### config.mk
export PLATFORM = sky130hd
export DESIGN_NAME = turn_scheduler_flat
export DESIGN_NICKNAME = d
export VERILOG_FILES = /design/src/rtl/game_pkg.sv /design/src/rtl/turn_scheduler_if.sv /design/src/rtl/score_bank.sv /design/src/rtl/turn_scheduler.sv /design/src/flat_wrapper.sv
export SDC_FILE = /design/constraint.sdc
export NUM_CORES = 1
export LEC_CHECK = 0
export CAP_MARGIN = 20
export CORE_ASPECT_RATIO = 1.75
export CORE_MARGIN = 4
export CORE_UTILIZATION = 52
export DETAILED_ROUTE_END_ITERATION = 10
export PLACE_DENSITY = 0.79
export SLEW_MARGIN = 10
export SYNTH_ARGS = -nofsm -noshare
export SYNTH_HDL_FRONTEND = slang
export SYNTH_SLANG_ARGS = --single-unit
### constraint.sdc
create_clock -name clk -period 2.35 [get_ports clk]
set_clock_uncertainty 0.2 [all_clocks]
set_input_delay 0.5875 -clock clk [delete_from_list [all_inputs] [get_ports clk]]
set_output_delay 0.5875 -clock clk [all_outputs]
set_load 0.005 [all_outputs]
### src/rtl/game_pkg.sv
// Shared definitions for the board-game control blocks: FSM state encoding,
// board size and the player-count decode used by the scheduler and the counters.
package game_pkg;

    localparam int TILES = 24;

    typedef enum logic [2:0] {
        S_IDLE = 3'd0,
        S_FLIP = 3'd1,
        S_MOVE = 3'd2,
        S_NEXT = 3'd3,
        S_WIN  = 3'd4
    } state_t;

    // n_sel 3 is reserved and falls back to a two-player game
    function automatic logic [2:0] player_count(input logic [1:0] n_sel);
        logic [2:0] cnt;
        case (n_sel)
            2'd1:    cnt = 3'd3;
            2'd2:    cnt = 3'd4;
            default: cnt = 3'd2;
        endcase
        return cnt;
    endfunction

    function automatic logic [4:0] start_spacing(input logic [1:0] n_sel);
        logic [4:0] tiles;
        case (n_sel)
            2'd1:    tiles = 5'd8;
            2'd2:    tiles = 5'd6;
            default: tiles = 5'd12;
        endcase
        return tiles;
    endfunction

    function automatic logic [3:0] player_onehot(input logic [1:0] idx);
        return 4'b0001 << idx;
    endfunction

endpackage

### src/rtl/turn_scheduler_if.sv
// Front-end / counter-bank signal bundle of the turn scheduler.
interface turn_scheduler_if;
    logic        start;
    logic [1:0]  n_sel;
    logic        match_valid;
    logic        match_ok;
    logic [3:0]  p_da;
    logic [1:0]  cur_player;
    logic [2:0]  state;
    logic [19:0] scores;
    logic        winner_valid;
    logic [1:0]  winner;

    modport master (
        output start, n_sel, match_valid, match_ok,
        input  p_da, cur_player, state, scores, winner_valid, winner
    );

    modport slave (
        input  start, n_sel, match_valid, match_ok,
        output p_da, cur_player, state, scores, winner_valid, winner
    );
endinterface

### src/rtl/score_bank.sv
// Four 5-bit successful-move counters that saturate at WIN_STEPS; one-hot
// increment, synchronous clear, asynchronous reset.
module score_bank #(
    parameter int WIN_STEPS = 24
) (
    input  logic        clk,
    input  logic        rst,
    input  logic        clr,
    input  logic [3:0]  inc,
    output logic [19:0] scores
);
    localparam logic [4:0] LIMIT = 5'(WIN_STEPS);

    logic [4:0] cnt_r [4];

    for (genvar i = 0; i < 4; i++) begin : g_cnt
        // per-player saturating counter
        always_ff @(posedge clk or posedge rst) begin
            if (rst) begin
                cnt_r[i] <= 5'd0;
            end else if (clr) begin
                cnt_r[i] <= 5'd0;
            end else if (inc[i] && (cnt_r[i] < LIMIT)) begin
                cnt_r[i] <= cnt_r[i] + 5'd1;
            end else begin
                cnt_r[i] <= cnt_r[i];
            end
        end
        assign scores[i*5 +: 5] = cnt_r[i];
    end
endmodule

### src/rtl/turn_scheduler.sv
// Turn sequencer for the 2-4 player board game: owns whose turn it is, issues
// the one-hot move enables and forfeits a turn when the flip times out.
module turn_scheduler
    import game_pkg::*;
#(
    parameter int WIN_STEPS = 24,
    parameter int TIMEOUT   = 1000
) (
    input  logic             clk,
    input  logic             rst,
    turn_scheduler_if.slave  bus
);
    localparam int         CW      = $clog2(TIMEOUT + 1);
    localparam logic [CW-1:0] TO_LAST = CW'(TIMEOUT - 1);
    localparam logic [4:0] WIN_LIM = 5'(WIN_STEPS);

    state_t        state_r, next_s;
    logic [1:0]    cur_r, winner_r, nxt_player_s;
    logic [2:0]    pcnt_r;
    logic [CW-1:0] tmo_r;
    logic [3:0]    p_da_r, inc_s;
    logic          wv_r, start_s, hit_s;
    logic [4:0]    cur_score_s;
    logic [19:0]   scores_s;

    assign start_s = ((state_r == S_IDLE) || (state_r == S_WIN)) && bus.start;
    assign hit_s   = (state_r == S_FLIP) && bus.match_valid && bus.match_ok;
    assign inc_s   = hit_s ? player_onehot(cur_r) : 4'd0;
    assign nxt_player_s = (({1'b0, cur_r} + 3'd1) >= pcnt_r) ? 2'd0 : (cur_r + 2'd1);

    score_bank #(.WIN_STEPS(WIN_STEPS)) u_score_bank (
        .clk    (clk),
        .rst    (rst),
        .clr    (start_s),
        .inc    (inc_s),
        .scores (scores_s)
    );

    // score of the player on turn, already updated when MOVE is reached
    always_comb begin
        case (cur_r)
            2'd0:    cur_score_s = scores_s[4:0];
            2'd1:    cur_score_s = scores_s[9:5];
            2'd2:    cur_score_s = scores_s[14:10];
            default: cur_score_s = scores_s[19:15];
        endcase
    end

    // next-state logic; a flip result in the timeout cycle takes priority
    always_comb begin
        next_s = state_r;
        case (state_r)
            S_IDLE, S_WIN: begin
                if (bus.start) next_s = S_FLIP;
                else           next_s = state_r;
            end
            S_FLIP: begin
                if (bus.match_valid)      next_s = bus.match_ok ? S_MOVE : S_NEXT;
                else if (tmo_r == TO_LAST) next_s = S_NEXT;
                else                       next_s = S_FLIP;
            end
            S_MOVE: begin
                if (cur_score_s == WIN_LIM) next_s = S_WIN;
                else                        next_s = S_FLIP;
            end
            S_NEXT:  next_s = S_FLIP;
            default: next_s = S_IDLE;
        endcase
    end

    // state, timeout counter and registered outputs
    always_ff @(posedge clk or posedge rst) begin
        if (rst) begin
            state_r <= S_IDLE;
            tmo_r   <= '0;
            p_da_r  <= 4'd0;
            wv_r    <= 1'b0;
        end else begin
            state_r <= next_s;
            tmo_r   <= ((state_r == S_FLIP) && (next_s == S_FLIP)) ? (tmo_r + CW'(1)) : '0;
            p_da_r  <= (next_s == S_MOVE) ? player_onehot(cur_r) : 4'd0;
            wv_r    <= (next_s == S_WIN);
        end
    end

    // game setup, turn rotation and winner capture
    always_ff @(posedge clk or posedge rst) begin
        if (rst) begin
            cur_r    <= 2'd0;
            pcnt_r   <= 3'd2;
            winner_r <= 2'd0;
        end else begin
            if (start_s) begin
                cur_r  <= 2'd0;
                pcnt_r <= player_count(bus.n_sel);
            end else if (state_r == S_NEXT) begin
                cur_r  <= nxt_player_s;
                pcnt_r <= pcnt_r;
            end else begin
                cur_r  <= cur_r;
                pcnt_r <= pcnt_r;
            end
            if ((state_r == S_MOVE) && (next_s == S_WIN)) winner_r <= cur_r;
            else                                         winner_r <= winner_r;
        end
    end

    assign bus.p_da         = p_da_r;
    assign bus.cur_player   = cur_r;
    assign bus.state        = state_r;
    assign bus.scores       = scores_s;
    assign bus.winner_valid = wv_r;
    assign bus.winner       = winner_r;
endmodule

### src/flat_wrapper.sv
// flat-port wrapper written by rule: the top's interface ports become plain ports
module turn_scheduler_flat import game_pkg::*;
#(
    parameter int WIN_STEPS = 24,
    parameter int TIMEOUT   = 1000
)
  (clk, rst, bus_start, bus_n_sel, bus_match_valid, bus_match_ok, bus_p_da, bus_cur_player, bus_state, bus_scores, bus_winner_valid, bus_winner);
  turn_scheduler_if bus_i ();
  input  logic clk;
  input  logic rst;
  input wire logic [$bits(bus_i.start)-1:0] bus_start;
  input wire logic [$bits(bus_i.n_sel)-1:0] bus_n_sel;
  input wire logic [$bits(bus_i.match_valid)-1:0] bus_match_valid;
  input wire logic [$bits(bus_i.match_ok)-1:0] bus_match_ok;
  output wire logic [$bits(bus_i.p_da)-1:0] bus_p_da;
  output wire logic [$bits(bus_i.cur_player)-1:0] bus_cur_player;
  output wire logic [$bits(bus_i.state)-1:0] bus_state;
  output wire logic [$bits(bus_i.scores)-1:0] bus_scores;
  output wire logic [$bits(bus_i.winner_valid)-1:0] bus_winner_valid;
  output wire logic [$bits(bus_i.winner)-1:0] bus_winner;
  assign bus_i.start = bus_start;
  assign bus_i.n_sel = bus_n_sel;
  assign bus_i.match_valid = bus_match_valid;
  assign bus_i.match_ok = bus_match_ok;
  assign bus_p_da = bus_i.p_da;
  assign bus_cur_player = bus_i.cur_player;
  assign bus_state = bus_i.state;
  assign bus_scores = bus_i.scores;
  assign bus_winner_valid = bus_i.winner_valid;
  assign bus_winner = bus_i.winner;
  turn_scheduler #(.WIN_STEPS(WIN_STEPS), .TIMEOUT(TIMEOUT)) u_core (.clk(clk), .rst(rst), .bus(bus_i));
endmodule
==> results.py <==
metrics = {
    "sta": {
        "grt_setup_unrepaired": "false",
        "finalSetupViolCount": 0,
        "slew_headroom": 0.658,
        "worst_pin_slew_ps": 513,
        "hold_viol_final": 0,
        "layout_min_cycle_time_ps": 2220,
        "finalMaxSlewViolations": 0,
        "final_min_period_over_clock_period": 0.946,
        "clock.fmax_mhz": 450,
        "hold_ws_ps": 288,
    },
    "route": {
        "count_of_tritonroute_iterations_in_the_first_routing_pass": 4,
        "drt_first_iter_violations": 54,
        "wirelength_um": 4930,
        "total_drc_errors_in_the_routed_layout": 0,
        "viasPerCell": 5.58,
        "average_detailed_routed_wire_length_per_instance_um": 15.6,
        "detailroute.via_count": 1758,
        "postRouteAntennaNets": 0,
    },
    "flow_run": {
        "total_of_max_cap_violations": 0,
    },
    "run_status": {
        "run_status": "finished, final reports clean",
    },
    "logic_synthesis": {
        "synth_top_flop_cell": "sky130_fd_sc_hd__dfrtp_1",
        "yosysTopAreaCellShare": 0.503,
        "syn_area_mm2": 0.00219,
        "syn_inst": 209,
        "synthArstFlopShare": 1.00,
        "synth_most_common_cell": "sky130_fd_sc_hd__dfrtp_1",
        "post_synth_num_cell_types": 38,
        "sequential_area_share_after_synthesis": 0.515,
        "avgSynthCellArea_um2": 10.5,
        "yosys-top-cells-count": "sky130_fd_sc_hd__dfrtp_1, sky130_fd_sc_hd__nor2_1, sky130_fd_sc_hd__nand2_1",
        "yosys-top-cells-area": "sky130_fd_sc_hd__dfrtp_1, sky130_fd_sc_hd__ha_1, sky130_fd_sc_hd__nor2_1",
        "syn_nets": 228,
        "synth_seq_cells": 45,
        "yosysWarningCount": 0,
        "synth_edf_count": 0,
        "synth_top_area_cell": "sky130_fd_sc_hd__dfrtp_1",
    },
    "setup_path": {
        "worst_setup_path_end_kind": "flip-flop",
        "r2r.worst_path.cells": 7,
        "worstSetupStartpointType": "flip-flop",
        "cp_data_required_time_ps": 2340,
        "critical_path_arrival_ps": 2210,
        "criticalPathCategory": "flip-flop to flip-flop",
        "worstPathMaxFanout": 5,
    },
    "floorplanning": {
        "num_rows": 31,
        "core_mm2": 0.00411,
        "die_y_um": 93.8,
        "dieArea_mm2": 0.00535,
        "i_o_pin_count": 39,
        "effective_utilization_at_floorplan": 0.532,
        "die_x_um": 57.0,
    },
    "clock_network": {
        "clock_insertion_delay_worst_skew_ps": 300,
        "clk_root_buffer_cell": "sky130_fd_sc_hd__clkbuf_8",
        "ctsHtreeMaxLevel": 2,
        "cts_buffer_depth": 2,
        "cts_tree": "done",
        "worst_setup_hold_path_clk_slew_ps": 80,
        "tritoncts.num_buffers": 5,
        "clkSinkCount": 45,
    },
    "power": {
        "p_leak_nw": 1.32,
        "pwr_density_cell_mw_per_mm2": 772,
        "p_total_w": 0.00219,
        "vdd_drop_max_v": 0.000624,
    },
    "final_layout": {
        "drive_above_1_share": 0.128,
        "flow.area_growth_from_synthesis_pct": 29.8,
        "multi_input_comb_area_mm2": 0.00102,
        "layout.nets": 285,
        "ff_latch_area_mm2": 0.00113,
        "num-fill-cells": 333,
        "num_antenna_cells": 0,
    },
    "global_routing": {
        "first_pass_grt_wire_length_um": 8340,
        "overflow": 0,
        "grt_max_degree": 26,
        "grt_antenna_before_repair": 0,
        "first_global_vias": 1854,
        "grt.total_usage": 0.198,
    },
    "placement": {
        "place_congestion": 0.819,
        "number_of_port_buffers": 38,
        "place.detailed.hpwl_um": 3680,
    },
    "min_path": {
        "hold_path_class": "flip-flop to flip-flop",
        "hold_path_depth": 1,
    },
}
-- critical path: stages, from the launching register on --
cell and delay, ps:
sky130_fd_sc_hd__dfrtp_1 420, sky130_fd_sc_hd__inv_1 80, sky130_fd_sc_hd__ha_1 260, sky130_fd_sc_hd__a22oi_1 180, sky130_fd_sc_hd__nand2_1 90, sky130_fd_sc_hd__o32ai_2 320, sky130_fd_sc_hd__nand4_1 230, sky130_fd_sc_hd__mux2_2 320
-- placed cells by master, fill, tap and decap left out, drive strengths merged, types with 3 or more instances in the layout --
| master | n |
|---|---|
| nor2 | 31 |
| buf | 16 |
| or3 | 4 |
| ha | 12 |
| clkbuf | 7 |
| dfrtp | 44 |
| and3 | 8 |
| mux2i | 4 |
| xor2 | 11 |
| nand3 | 11 |
| clkdlybuf4s50 | 38 |
| nand2b | 3 |
| nor2b | 3 |
| xnor2 | 5 |
| a21oi | 8 |
| nand2 | 16 |
| inv | 8 |
| o21ai | 10 |
| a41oi | 4 |
| o41ai | 3 |
-- power by group --
part           switching (W)  leakage (nW)  internal, W
Sequential          0.000112         0.615     0.000873
Clock               0.000247        0.0443     0.000233
Combinational       0.000356         0.662     0.000371
-- cells by family after synthesis --
group,synth area share
AOI/OAI and AO/OA,0.0966
xor gates and xnor gates,0.0640
buffers and inverters,0.0212
DFF,0.515
and+or+nand+nor,0.206
adders and majority gates,0.0686
muxes,0.0286
-- cell type report --
type                            count  share of cell area
Inverter                            8              0.0106
Sequential cell                    45               0.397
Multi-Input combinational cell    152               0.360
Timing Repair Buffer               54               0.181
Clock buffer                        7              0.0304
Tap cell                           49              0.0216
-- registers in the layout, summed over array words and instances (netlist names) --
signal	cells
u_core.bus.state	3
u_core.u_score_bank.scores	20
u_core.bus.cur_player	2
u_core.bus.winner_valid	1
u_core.tmo_r	10
u_core.bus.p_da	4
u_core.bus.winner	2
u_core.pcnt_r	3
-- metal layers --
layer  wire length (µm)  GRT usage
met1               1930      0.224
met2               2780      0.365
met3                120     0.0275
met4                 90     0.0793
met5                  0          0
-- final timing paths --
check                                                                  to  slack (ps)                                  from
worst min register to register                  u_core.tmo_r[0]$_DFF_PP0_         290             u_core.tmo_r[0]$_DFF_PP0_
worst max register to register           u_core.bus.winner[0]$_DFFE_PP0P_         130  u_core.bus.cur_player[0]$_DFFE_PP0P_
min in group asynchronous       u_core.u_score_bank.scores[2]$_DFFE_PP0P_         430                                   rst
max in group asynchronous                    u_core.pcnt_r[1]$_DFFE_PP1P_         930                                   rst
worst max-delay path                     u_core.bus.winner[0]$_DFFE_PP0P_         130  u_core.bus.cur_player[0]$_DFFE_PP0P_
worst min-delay path                            u_core.tmo_r[0]$_DFF_PP0_         290             u_core.tmo_r[0]$_DFF_PP0_
-- per-stage QoR --
step	setup slack (ps)	util	instance area, µm²	std cells	TNS, ps
4_1_cts	27.6	0.687	2830	314	0
5_1_grt	38.7	0.691	2840	315	0
3_5_place_dp	-29.6	0.666	2740	307	-32.7
2_1_floorplan	252	-	2190	209	0
6_report	127	0.691	2840	315	0
3_3_place_gp	22.5	0.666	2740	307	0
-- what timing repair did --
action / CTS / global route
hold buffers: 0 / 0
setup buffers: 0 / 1
gates resized for setup: 0 / 1
endpoints found under the setup margin: 0 / 2
Power figures use the tool's default switching activity.
